$ cat config.mk
export PLATFORM = sky130hd
export DESIGN_NAME = dds_lane_config_master
export DESIGN_NICKNAME = d
export VERILOG_FILES = /design/src/rtl/dds_cfg_pkg.sv /design/src/rtl/dds_phase_step_mul.sv /design/src/rtl/dds_lane_config_master.sv
export SDC_FILE = /design/constraint.sdc
export NUM_CORES = 2
export LEC_CHECK = 0
export BUFFER_PORTS_ARGS = -buffer_cell sky130_fd_sc_hd__buf_4
export CAP_MARGIN = 10
export CORE_UTILIZATION = 35
export CTS_CLUSTER_SIZE = 10
export DETAILED_ROUTE_END_ITERATION = 12
export GPL_TIMING_DRIVEN = 0
export PLACE_DENSITY = 0.49
export SLEW_MARGIN = 20
export SYNTH_ARGS = -nofsm -noshare
export SYNTH_HDL_FRONTEND = slang
export SYNTH_SLANG_ARGS = --single-unit
export TNS_END_PERCENT = 30
$ cat constraint.sdc
create_clock -name aclk -period 7.1 [get_ports aclk]
set_clock_uncertainty 0.05 [all_clocks]
set_input_delay 0.355 -clock aclk [delete_from_list [all_inputs] [get_ports aclk]]
set_output_delay 0.355 -clock aclk [all_outputs]
set_load 0.05 [all_outputs]
$ cat src/rtl/dds_cfg_pkg.sv
// Shared types, widths and the elaboration-time reciprocal constant
// for the multi-lane DDS phase configuration master.
package dds_cfg_pkg;

  localparam int DEF_LANES  = 8;
  localparam int LANES_LOG2 = $clog2(DEF_LANES);
  localparam int PHASE_W    = 32;
  localparam int CFG_W      = 64;
  localparam int K_W        = 64;

  typedef enum logic [2:0] {
    ST_IDLE,
    ST_MUL1,
    ST_MUL2,
    ST_ISSUE,
    ST_DONE
  } cfg_state_e;

  // K = round(2^(32+frac_bits) / (lanes * clk_hz)); wide math keeps it exact.
  function automatic logic [K_W-1:0] calc_k(input longint unsigned clk_hz,
                                            input int unsigned     lanes,
                                            input int unsigned     frac_bits);
    logic [127:0] fs;
    logic [127:0] num;
    fs  = 128'(clk_hz) * 128'(lanes);
    num = 128'(1) << (PHASE_W + frac_bits);
    return K_W'((num + (fs >> 1)) / fs);
  endfunction

endpackage

$ cat src/rtl/dds_phase_step_mul.sv
// Pipelined frequency-to-phase-step multiply: d = round(frq*K / 2^FRAC_BITS) mod 2^32.
// Fixed two-cycle latency from vld_i to vld_o.
module dds_phase_step_mul
  import dds_cfg_pkg::*;
#(
  parameter int             FRAC_BITS = 32,
  parameter logic [K_W-1:0] K         = calc_k(64'd200000000, 32'd8, 32'd32)
) (
  input  logic               aclk,
  input  logic               aresetn,
  input  logic [PHASE_W-1:0] frq_i,
  input  logic               vld_i,
  output logic [PHASE_W-1:0] d_o,
  output logic               vld_o
);

  localparam int                STAGES = 2;
  localparam int                PROD_W = PHASE_W + K_W;
  localparam logic [PROD_W-1:0] RND    = PROD_W'(1) << (FRAC_BITS - 1);

  logic [PROD_W-1:0] prod_q;
  logic [STAGES:1]   vld_pipe;

  always_ff @(posedge aclk or negedge aresetn) begin
    if (!aresetn) begin
      prod_q   <= '0;
      d_o      <= '0;
      vld_pipe <= '0;
    end else begin
      vld_pipe <= {vld_pipe[STAGES-1:1], vld_i};
      if (vld_i)
        prod_q <= PROD_W'(frq_i) * PROD_W'(K);
      // Round half-up, then keep only the low phase bits (wraps at FS).
      if (vld_pipe[1])
        d_o <= PHASE_W'((prod_q + RND) >> FRAC_BITS);
    end
  end

  assign vld_o = vld_pipe[STAGES];

endmodule

$ cat src/rtl/dds_lane_config_master.sv
// Converts a requested frequency into per-lane {offset, increment} config beats
// and issues them one lane at a time over one-hot AXI-Stream valids.
module dds_lane_config_master
  import dds_cfg_pkg::*;
#(
  parameter int          LANES      = 8,
  parameter int unsigned CLK_FRQ_HZ = 200000000,
  parameter int          FRAC_BITS  = 32
) (
  input  logic               aclk,
  input  logic               aresetn,
  input  logic [31:0]        s_frq_tdata,
  input  logic               s_frq_tvalid,
  output logic               s_frq_tready,
  output logic [63:0]        m_axis_config_tdata,
  output logic [LANES-1:0]   m_axis_config_tvalid,
  input  logic [LANES-1:0]   m_axis_config_tready,
  output logic               busy,
  output logic               cfg_done
);

  localparam int             LG = $clog2(LANES);
  localparam logic [K_W-1:0] K  = calc_k(64'(CLK_FRQ_HZ), 32'(LANES), 32'(FRAC_BITS));

  cfg_state_e         state_q;
  logic [LG-1:0]      lane_q;
  logic [PHASE_W-1:0] d_q;
  logic [PHASE_W-1:0] off_q;
  logic [CFG_W-1:0]   tdata_q;
  logic [LANES-1:0]   tvalid_q;
  logic               tready_q;
  logic               busy_q;
  logic               done_q;

  logic [PHASE_W-1:0] mul_d;
  logic               mul_vld;
  logic               accept;
  logic               hs;
  logic               last;

  // tready_q is only ever high in IDLE, so it alone qualifies the accept.
  assign accept = tready_q & s_frq_tvalid;
  // tvalid_q is one-hot at lane_q, so other lanes' ready bits fall out here.
  assign hs     = |(tvalid_q & m_axis_config_tready);
  assign last   = (lane_q == LG'(LANES - 1));

  dds_phase_step_mul #(
    .FRAC_BITS (FRAC_BITS),
    .K         (K)
  ) u_mul (
    .aclk    (aclk),
    .aresetn (aresetn),
    .frq_i   (s_frq_tdata),
    .vld_i   (accept),
    .d_o     (mul_d),
    .vld_o   (mul_vld)
  );

  always_ff @(posedge aclk or negedge aresetn) begin
    if (!aresetn) begin
      state_q  <= ST_IDLE;
      lane_q   <= '0;
      d_q      <= '0;
      off_q    <= '0;
      tdata_q  <= '0;
      tvalid_q <= '0;
      tready_q <= 1'b0;
      busy_q   <= 1'b0;
      done_q   <= 1'b0;
    end else begin
      done_q <= 1'b0;
      case (state_q)
        ST_IDLE: begin
          tready_q <= 1'b1;
          if (accept) begin
            tready_q <= 1'b0;
            busy_q   <= 1'b1;
            state_q  <= ST_MUL1;
          end
        end
        ST_MUL1: state_q <= ST_MUL2;
        ST_MUL2: begin
          if (mul_vld) begin
            // Lane 0 offset is zero; off_q already holds lane 1's offset.
            d_q      <= mul_d;
            off_q    <= mul_d;
            lane_q   <= '0;
            tvalid_q <= LANES'(1);
            tdata_q  <= {PHASE_W'(0), mul_d << LG};
            state_q  <= ST_ISSUE;
          end
        end
        ST_ISSUE: begin
          if (hs) begin
            if (last) begin
              tvalid_q <= '0;
              busy_q   <= 1'b0;
              done_q   <= 1'b1;
              state_q  <= ST_DONE;
            end else begin
              lane_q         <= lane_q + LG'(1);
              tvalid_q       <= tvalid_q << 1;
              tdata_q[63:32] <= off_q;
              off_q          <= off_q + d_q;
            end
          end
        end
        ST_DONE: begin
          tready_q <= 1'b1;
          state_q  <= ST_IDLE;
        end
        default: state_q <= ST_IDLE;
      endcase
    end
  end

  assign s_frq_tready         = tready_q;
  assign m_axis_config_tdata  = tdata_q;
  assign m_axis_config_tvalid = tvalid_q;
  assign busy                 = busy_q;
  assign cfg_done             = done_q;

endmodule

# ---- Word level (Yosys, flattened, before mapping)
# Index checks and enable logic that the tools add are counted.
# Widths: inputs -> output; s select.
dict set report classes {
  mux 30
  n_eq_ne 10
  mul 1
  addsub 3
  reduce_logical 10
  bitwise_logic 2
}
# op count
set op_table {}
lappend op_table {{$mux 32} 5}
lappend op_table {{$pmux 32 s2} 2}
lappend op_table {{$add 64x32->64 const B} 1}
lappend op_table {{$mux 64} 1}
lappend op_table {{$mul 32x33->63 const B} 1}
lappend op_table {{$add 32x32->32} 1}
lappend op_table {{$mux 8} 3}
lappend op_table {{$mux 3} 7}
lappend op_table {{$pmux 8 s2} 1}
lappend op_table {{$pmux 3 s4} 1}
lappend op_table {{$reduce_and 4->1} 3}
lappend op_table {{$and 8x8->8} 1}
lappend op_table {{$reduce_or 8->1} 1}
lappend op_table {{$mux 1} 7}
lappend op_table {{$eq 3x2->1 const B} 2}
lappend op_table {{$eq 3x3->1 const B} 2}
lappend op_table {{$ne 2x2->1 const B} 3}
lappend op_table {{$pmux 3 s2} 1}
lappend op_table {{$reduce_bool 2->1} 3}
lappend op_table {{$ne 2x1->1 const B} 2}
lappend op_table {{$pmux 1 s2} 2}
lappend op_table {{$add 3x1->3 const B} 1}
lappend op_table {{$eq 3x1->1 const B} 1}
lappend op_table {{$logic_not 3->1} 1}
lappend op_table {{3 further kinds} 3}
dict set report word_totals {
  wordCells 69
  regBits 239
  output_inout_bits 75
}

# ---- Logic depth before layout (Yosys ltp)
dict set report logic_depth {
  depth_word 4
  ltp_mapped 28
  ltp_nobuf 27
}

# ---- Cells and area by module
# From an unflattened synthesis, not the netlist that was laid out.
dict set report unflattened {
  cells_unflattened 2800
  hier_area_um2 27154.8
}
# mod n_inst cells_each seq_area_each_um2 area_per_inst_um2
set modules_own_cells {}
lappend modules_own_cells {dds_phase_step_mul 1 2064 1676.6 20488.4}
lappend modules_own_cells {dds_lane_config_master 1 736 2827.7 6666.4}

# ---- Worst setup path before layout
# No wires, ideal clock.
dict set report synth_timing {
  path_kind {input-to-reg}
  start {input port s_frq_tdata[14]}
  end {register u_mul.prod_q[62]}
  t_arrival_ns 6.947
  setup_time_ns 0.069
  slack_ns 0.034
  path_stages 26
  t_required_ns 6.981
  path_cell_list {fa_1 -> inv_1 -> fa_1 -> inv_1 -> fa_1 -> fa_1 -> inv_1 -> fa_1 -> inv_1 -> fa_1 -> fa_1 -> inv_1 -> fa_1 -> inv_1 -> ha_1 -> buf_2 -> nand3_1 -> nor4_2 -> a22o_1 -> o21a_1 -> o21ba_4 -> o31ai_4 -> a31oi_4 -> o21a_1 -> or4_1 -> nand3_1}
}
dict set report synth_between {
  elab_chain_len 1
}
# element line
set synth_rtl {}
lappend synth_rtl {{start: declaration} dds_lane_config_master.sv:12} ;# input logic [31:0] s_frq_tdata,
lappend synth_rtl {{$mul 32x33->63} dds_phase_step_mul.sv:32} ;# prod_q <= PROD_W'(frq_i) * PROD_W'(K);
lappend synth_rtl {{end signal: assignment} dds_phase_step_mul.sv:32}
lappend synth_rtl {{end: declaration} dds_phase_step_mul.sv:21} ;# logic [PROD_W-1:0] prod_q;
# No other way between the ends.
# A chain may end at the register's enable or synchronous reset.

# ---- Final worst setup path
dict set report layout_timing {
  start {input port s_frq_tdata[3]}
  end {register u_mul.prod_q[63]}
}
# The elaborated chain is that of the path after synthesis.

==> key figures <==
Outcome
  – Outcome: completed

Synth
  – Post-synthesis cell count: roughly 2900
  – Distinct cell type count after synthesis: between 70 and 80
  – Most instantiated flip-flop cell in the synthesis netlist: sky130_fd_sc_hd__dfrtp_1
  – Count of state elements after synthesis: 180
  – Post-synthesis cell type with the largest combined area: sky130_fd_sc_hd__fa_1
  – Synth area leaders: sky130_fd_sc_hd__fa_1 (30%), sky130_fd_sc_hd__ha_1 (19%), sky130_fd_sc_hd__dfrtp_1 (17%)
  – Proportion of register bits with asynchronous set or reset after synthesis: 100%
  – Syn Std Cell Area: 27000 um^2
  – Warning count from the yosys run: 0
  – Average cell area after synthesis: 9.39 um^2
  – Top cell type's share of synthesized area: 30.2%
  – Count of flip-flops with a built-in enable after synthesis: 0
  – Sequential-to-total area share from yosys stat: 16.7%

Layout
  – Post-layout net count: 3889
  – Antenna cell count: 0
  – Most common cell after layout, fill and taps aside: sky130_fd_sc_hd__inv_1
  – Signed area change from the synthesized netlist to the final layout: 12.0%
  – Count of fill cells added during filler insertion: 7738
  – Layout cell share with drive strength beyond 1: 9.42%
  – Commonest non-fill, non-tap cells in the layout: sky130_fd_sc_hd__inv_1 (623), sky130_fd_sc_hd__ha_1 (397), sky130_fd_sc_hd__fa_1 (393)

Routing
  – Per-cell via count in the routed design: roughly 4.8
  – Number of design rule violations left after detail routing: 0
  – Wire length per cell: around 19 um
  – First-pass detailed-route iteration total: 5
  – DR vias: 19500
  – Drt first-iter violations: 1121
  – Antenna Violating Nets Remaining: 0
  – Final wirelength: 77.5 mm

Global routing
  – Overall routing resource usage: a little over 20%
  – Global Route met3 Usage: 1.83%
  – Antenna violations before repair: 0
  – Total global routing overflow: 0
  – Wire length of the first global-routing pass: 122 mm
  – Pin count of the biggest net entering global routing: 95
  – Met1 global-route usage: 27.5%
  – Via count of the first global-routing pass: ~21000
  – Met2 Use GR: 35.2%
  – Most crowded layer after global routing: met2

Critical path
  – Data arrival, critical path: 7.23 ns
  – Startpoint of the most critical setup path: s_frq_tdata[3]
  – CP max FO: 9
  – Endpoint type of the worst setup path: register
  – Element type at the critical path start: input pin
  – End of the worst register-to-register path: off_q[28]
  – Number of cells on the worst reg-to-reg path: 13
  – Critical path destination: u_mul.prod_q[63]
  – Beginning of the worst register-to-register path: d_q[0]
  – Setup slack on the worst flop-to-flop path: 3.40 ns
  – Crit path required time: between 7 and 8 ns
  – Setup CP Type: in2reg

Flow run
  – Max-capacitance violation count: 0

STA
  – Max Fclk: 0.144 GHz
  – Total negative slack for setup checks: 0 ns
  – Max Transition Viols Final: 0
  – Max transition margin: 42.6%
  – Final worst path period need: roughly 7.0 ns
  – Final cycle utilization of the critical path: 98.1%
  – Worst setup margin: 0.137 ns
  – Number of endpoints with negative hold slack in the final report: 0
  – Worst-Margin Slew: 0.858 ns
  – Worst hold slack across all endpoints: 0.337 ns
  – Count of endpoints failing setup in the final report: 0
  – RSZ-0062 raised after global routing: false

Placement
  – Estimated wirelength of the detail-placed design: about 67 mm
  – Pre-CTS setup slack: -0.788 ns
  – Gp weighted congestion: approximately 0.9
  – Port Buffers: 114

Floorplanning
  – Std cell rows: 101
  – IO Count: 118
  – Die outline area: 78100 um^2
  – Initial core utilization: approximately 35%
  – Height of the die: approximately 280 um
  – Std-Cell Core Area: 76100 um^2
  – Floorplan die width: 280 um

Clock tree
  – Source-to-sink clock delay at the later pin of the worst-skew pair: 0.45 ns
  – Number of buffers on the longest clock path: 2
  – Clock transition at path regs: 0.07 ns
  – Number of H-tree branching levels: 4
  – Clk Tree Root Cell: sky130_fd_sc_hd__clkbuf_16
  – CTS tree: built
  – Number of buffers created by CTS: 17
  – Clock sink total: between 150 and 200

Worst hold path
  – Worst min-delay path class: reg2reg
==> sequential cells by signal, summed over array words and instances, names as in the netlist <==
name	cells
u_mul.prod_q	33
d_q	32
m_axis_config_tdata	32
off_q	32
u_mul.d_o	32
m_axis_config_tvalid	8
lane_q	3
state_q	3
u_mul.vld_pipe	2
busy	1
cfg_done	1
s_frq_tready	1
==> metal layers <==
layer / vias up / part of all wire, %
li1: 9388 / -
met1: 9656 / 46
met2: 381 / 48
met3: 84 / 3.5
met4: 0 / 2.2
met5: - / 0
==> worst min-delay path by stage <==
stage                                   end         startpoint  cells past startpoint  slack [ns]
after floorplan                        busy            aresetn                      0       0.009
after global placement    u_mul.vld_pipe[2]  u_mul.vld_pipe[1]                      0        0.31
after detailed placement  u_mul.vld_pipe[2]  u_mul.vld_pipe[1]                      0        0.33
after CTS                 u_mul.vld_pipe[2]  u_mul.vld_pipe[1]                      0        0.34
after global routing      u_mul.vld_pipe[2]  u_mul.vld_pipe[1]                      0        0.35
final                     u_mul.vld_pipe[2]  u_mul.vld_pipe[1]                      0        0.34
==> cells by family (layout without fill, tap and decap cells) <==
logic type | count (synthesis) | in the layout | share of synthesized area, %
xor+xnor | 91 | 91 | 2.96
compound gates | 421 | 421 | 9.72
mux | 7 | 7 | 0.269
buf+inv | 727 | 888 | 10.6
other cells | 1 | 3 | 0.0139
flops | 180 | 180 | 16.7
fa+ha+maj | 824 | 824 | 49.6
simple gates | 621 | 621 | 10.2
==> what timing repair did <==
item | 4_1_cts | 5_1_grt
hold endpoints to repair | 93 | 0
hold buffers | 1 | 0
setup endpoints to repair | 8 | 18
setup buffers | 2 | 15
pin swaps | 2 | 23
gates resized for setup | 7 | 74
==> worst max-delay path, cell delays in order <==
cell and delay, ns:
sky130_fd_sc_hd__buf_4 0.21, sky130_fd_sc_hd__inv_1 0.07, sky130_fd_sc_hd__ha_1 0.24, sky130_fd_sc_hd__ha_1 0.19
sky130_fd_sc_hd__or2_2 0.32, sky130_fd_sc_hd__fa_1 0.54, sky130_fd_sc_hd__inv_1 0.08, sky130_fd_sc_hd__fa_1 0.55
sky130_fd_sc_hd__inv_1 0.06, sky130_fd_sc_hd__fa_1 0.49, sky130_fd_sc_hd__inv_1 0.05, sky130_fd_sc_hd__fa_1 0.53
sky130_fd_sc_hd__inv_1 0.05, sky130_fd_sc_hd__fa_1 0.59, sky130_fd_sc_hd__fa_1 0.49, sky130_fd_sc_hd__ha_4 0.33
sky130_fd_sc_hd__nand3_4 0.11, sky130_fd_sc_hd__or3_1 0.42, sky130_fd_sc_hd__or4b_1 0.55, sky130_fd_sc_hd__o211ai_2 0.18
sky130_fd_sc_hd__a21oi_4 0.16, sky130_fd_sc_hd__o41ai_2 0.38, sky130_fd_sc_hd__xnor2_1 0.18, sky130_fd_sc_hd__o21ai_1 0.08
==> synth_stat cells, types with 4 or more instances <==
master / count
sky130_fd_sc_hd__buf_2: 7
sky130_fd_sc_hd__inv_1: 628
sky130_fd_sc_hd__xor2_1: 33
sky130_fd_sc_hd__buf_1: 7
sky130_fd_sc_hd__a211o_1: 4
sky130_fd_sc_hd__mux2i_1: 5
sky130_fd_sc_hd__fa_1: 406
sky130_fd_sc_hd__o21ai_0: 92
sky130_fd_sc_hd__o21a_1: 9
sky130_fd_sc_hd__xnor2_1: 58
sky130_fd_sc_hd__and2_1: 7
sky130_fd_sc_hd__a22oi_1: 5
sky130_fd_sc_hd__dfrtp_1: 180
sky130_fd_sc_hd__clkbuf_1: 52
sky130_fd_sc_hd__nand3_1: 66
sky130_fd_sc_hd__a21oi_1: 145
sky130_fd_sc_hd__ha_1: 418
sky130_fd_sc_hd__a211oi_1: 9
sky130_fd_sc_hd__nand2_1: 317
sky130_fd_sc_hd__nand4_1: 22
sky130_fd_sc_hd__o21bai_1: 18
sky130_fd_sc_hd__o211ai_1: 7
sky130_fd_sc_hd__nand2b_1: 5
sky130_fd_sc_hd__o21ai_1: 20
sky130_fd_sc_hd__nor2_1: 114
sky130_fd_sc_hd__nor2b_1: 10
sky130_fd_sc_hd__or3_1: 5
sky130_fd_sc_hd__or2_2: 16
sky130_fd_sc_hd__a31oi_1: 14
sky130_fd_sc_hd__o31ai_1: 8
sky130_fd_sc_hd__and3_1: 20
sky130_fd_sc_hd__a21boi_0: 6
sky130_fd_sc_hd__nor3_1: 21
sky130_fd_sc_hd__a21o_1: 47
sky130_fd_sc_hd__buf_4: 32
==> per-stage QoR <==
step,cell area (um^2),util [%],std cells
CTS,29800,39.1,4054
detailed placement,29100,38.3,4019
floorplan,27000,-,2874
finish,30200,39.7,4065
global placement,29100,38.3,4018
global route,30200,39.7,4065
==> layout make-up <==
type,count,area [um^2],share of cell area (%)
clock inverter,15,138,0.456
clock buffer,17,425,1.41
buffer,94,490,1.62
tap,1030,1290,4.27
sequential,180,4500,14.9
timing repair buffer,133,1070,3.53
multi-input combinational,1967,19900,66.0
inverter,629,2360,7.83
Power is left out: the tool's default activity adds up to more than one toggle a clock period on the data nets, which glitch-free logic cannot reach.
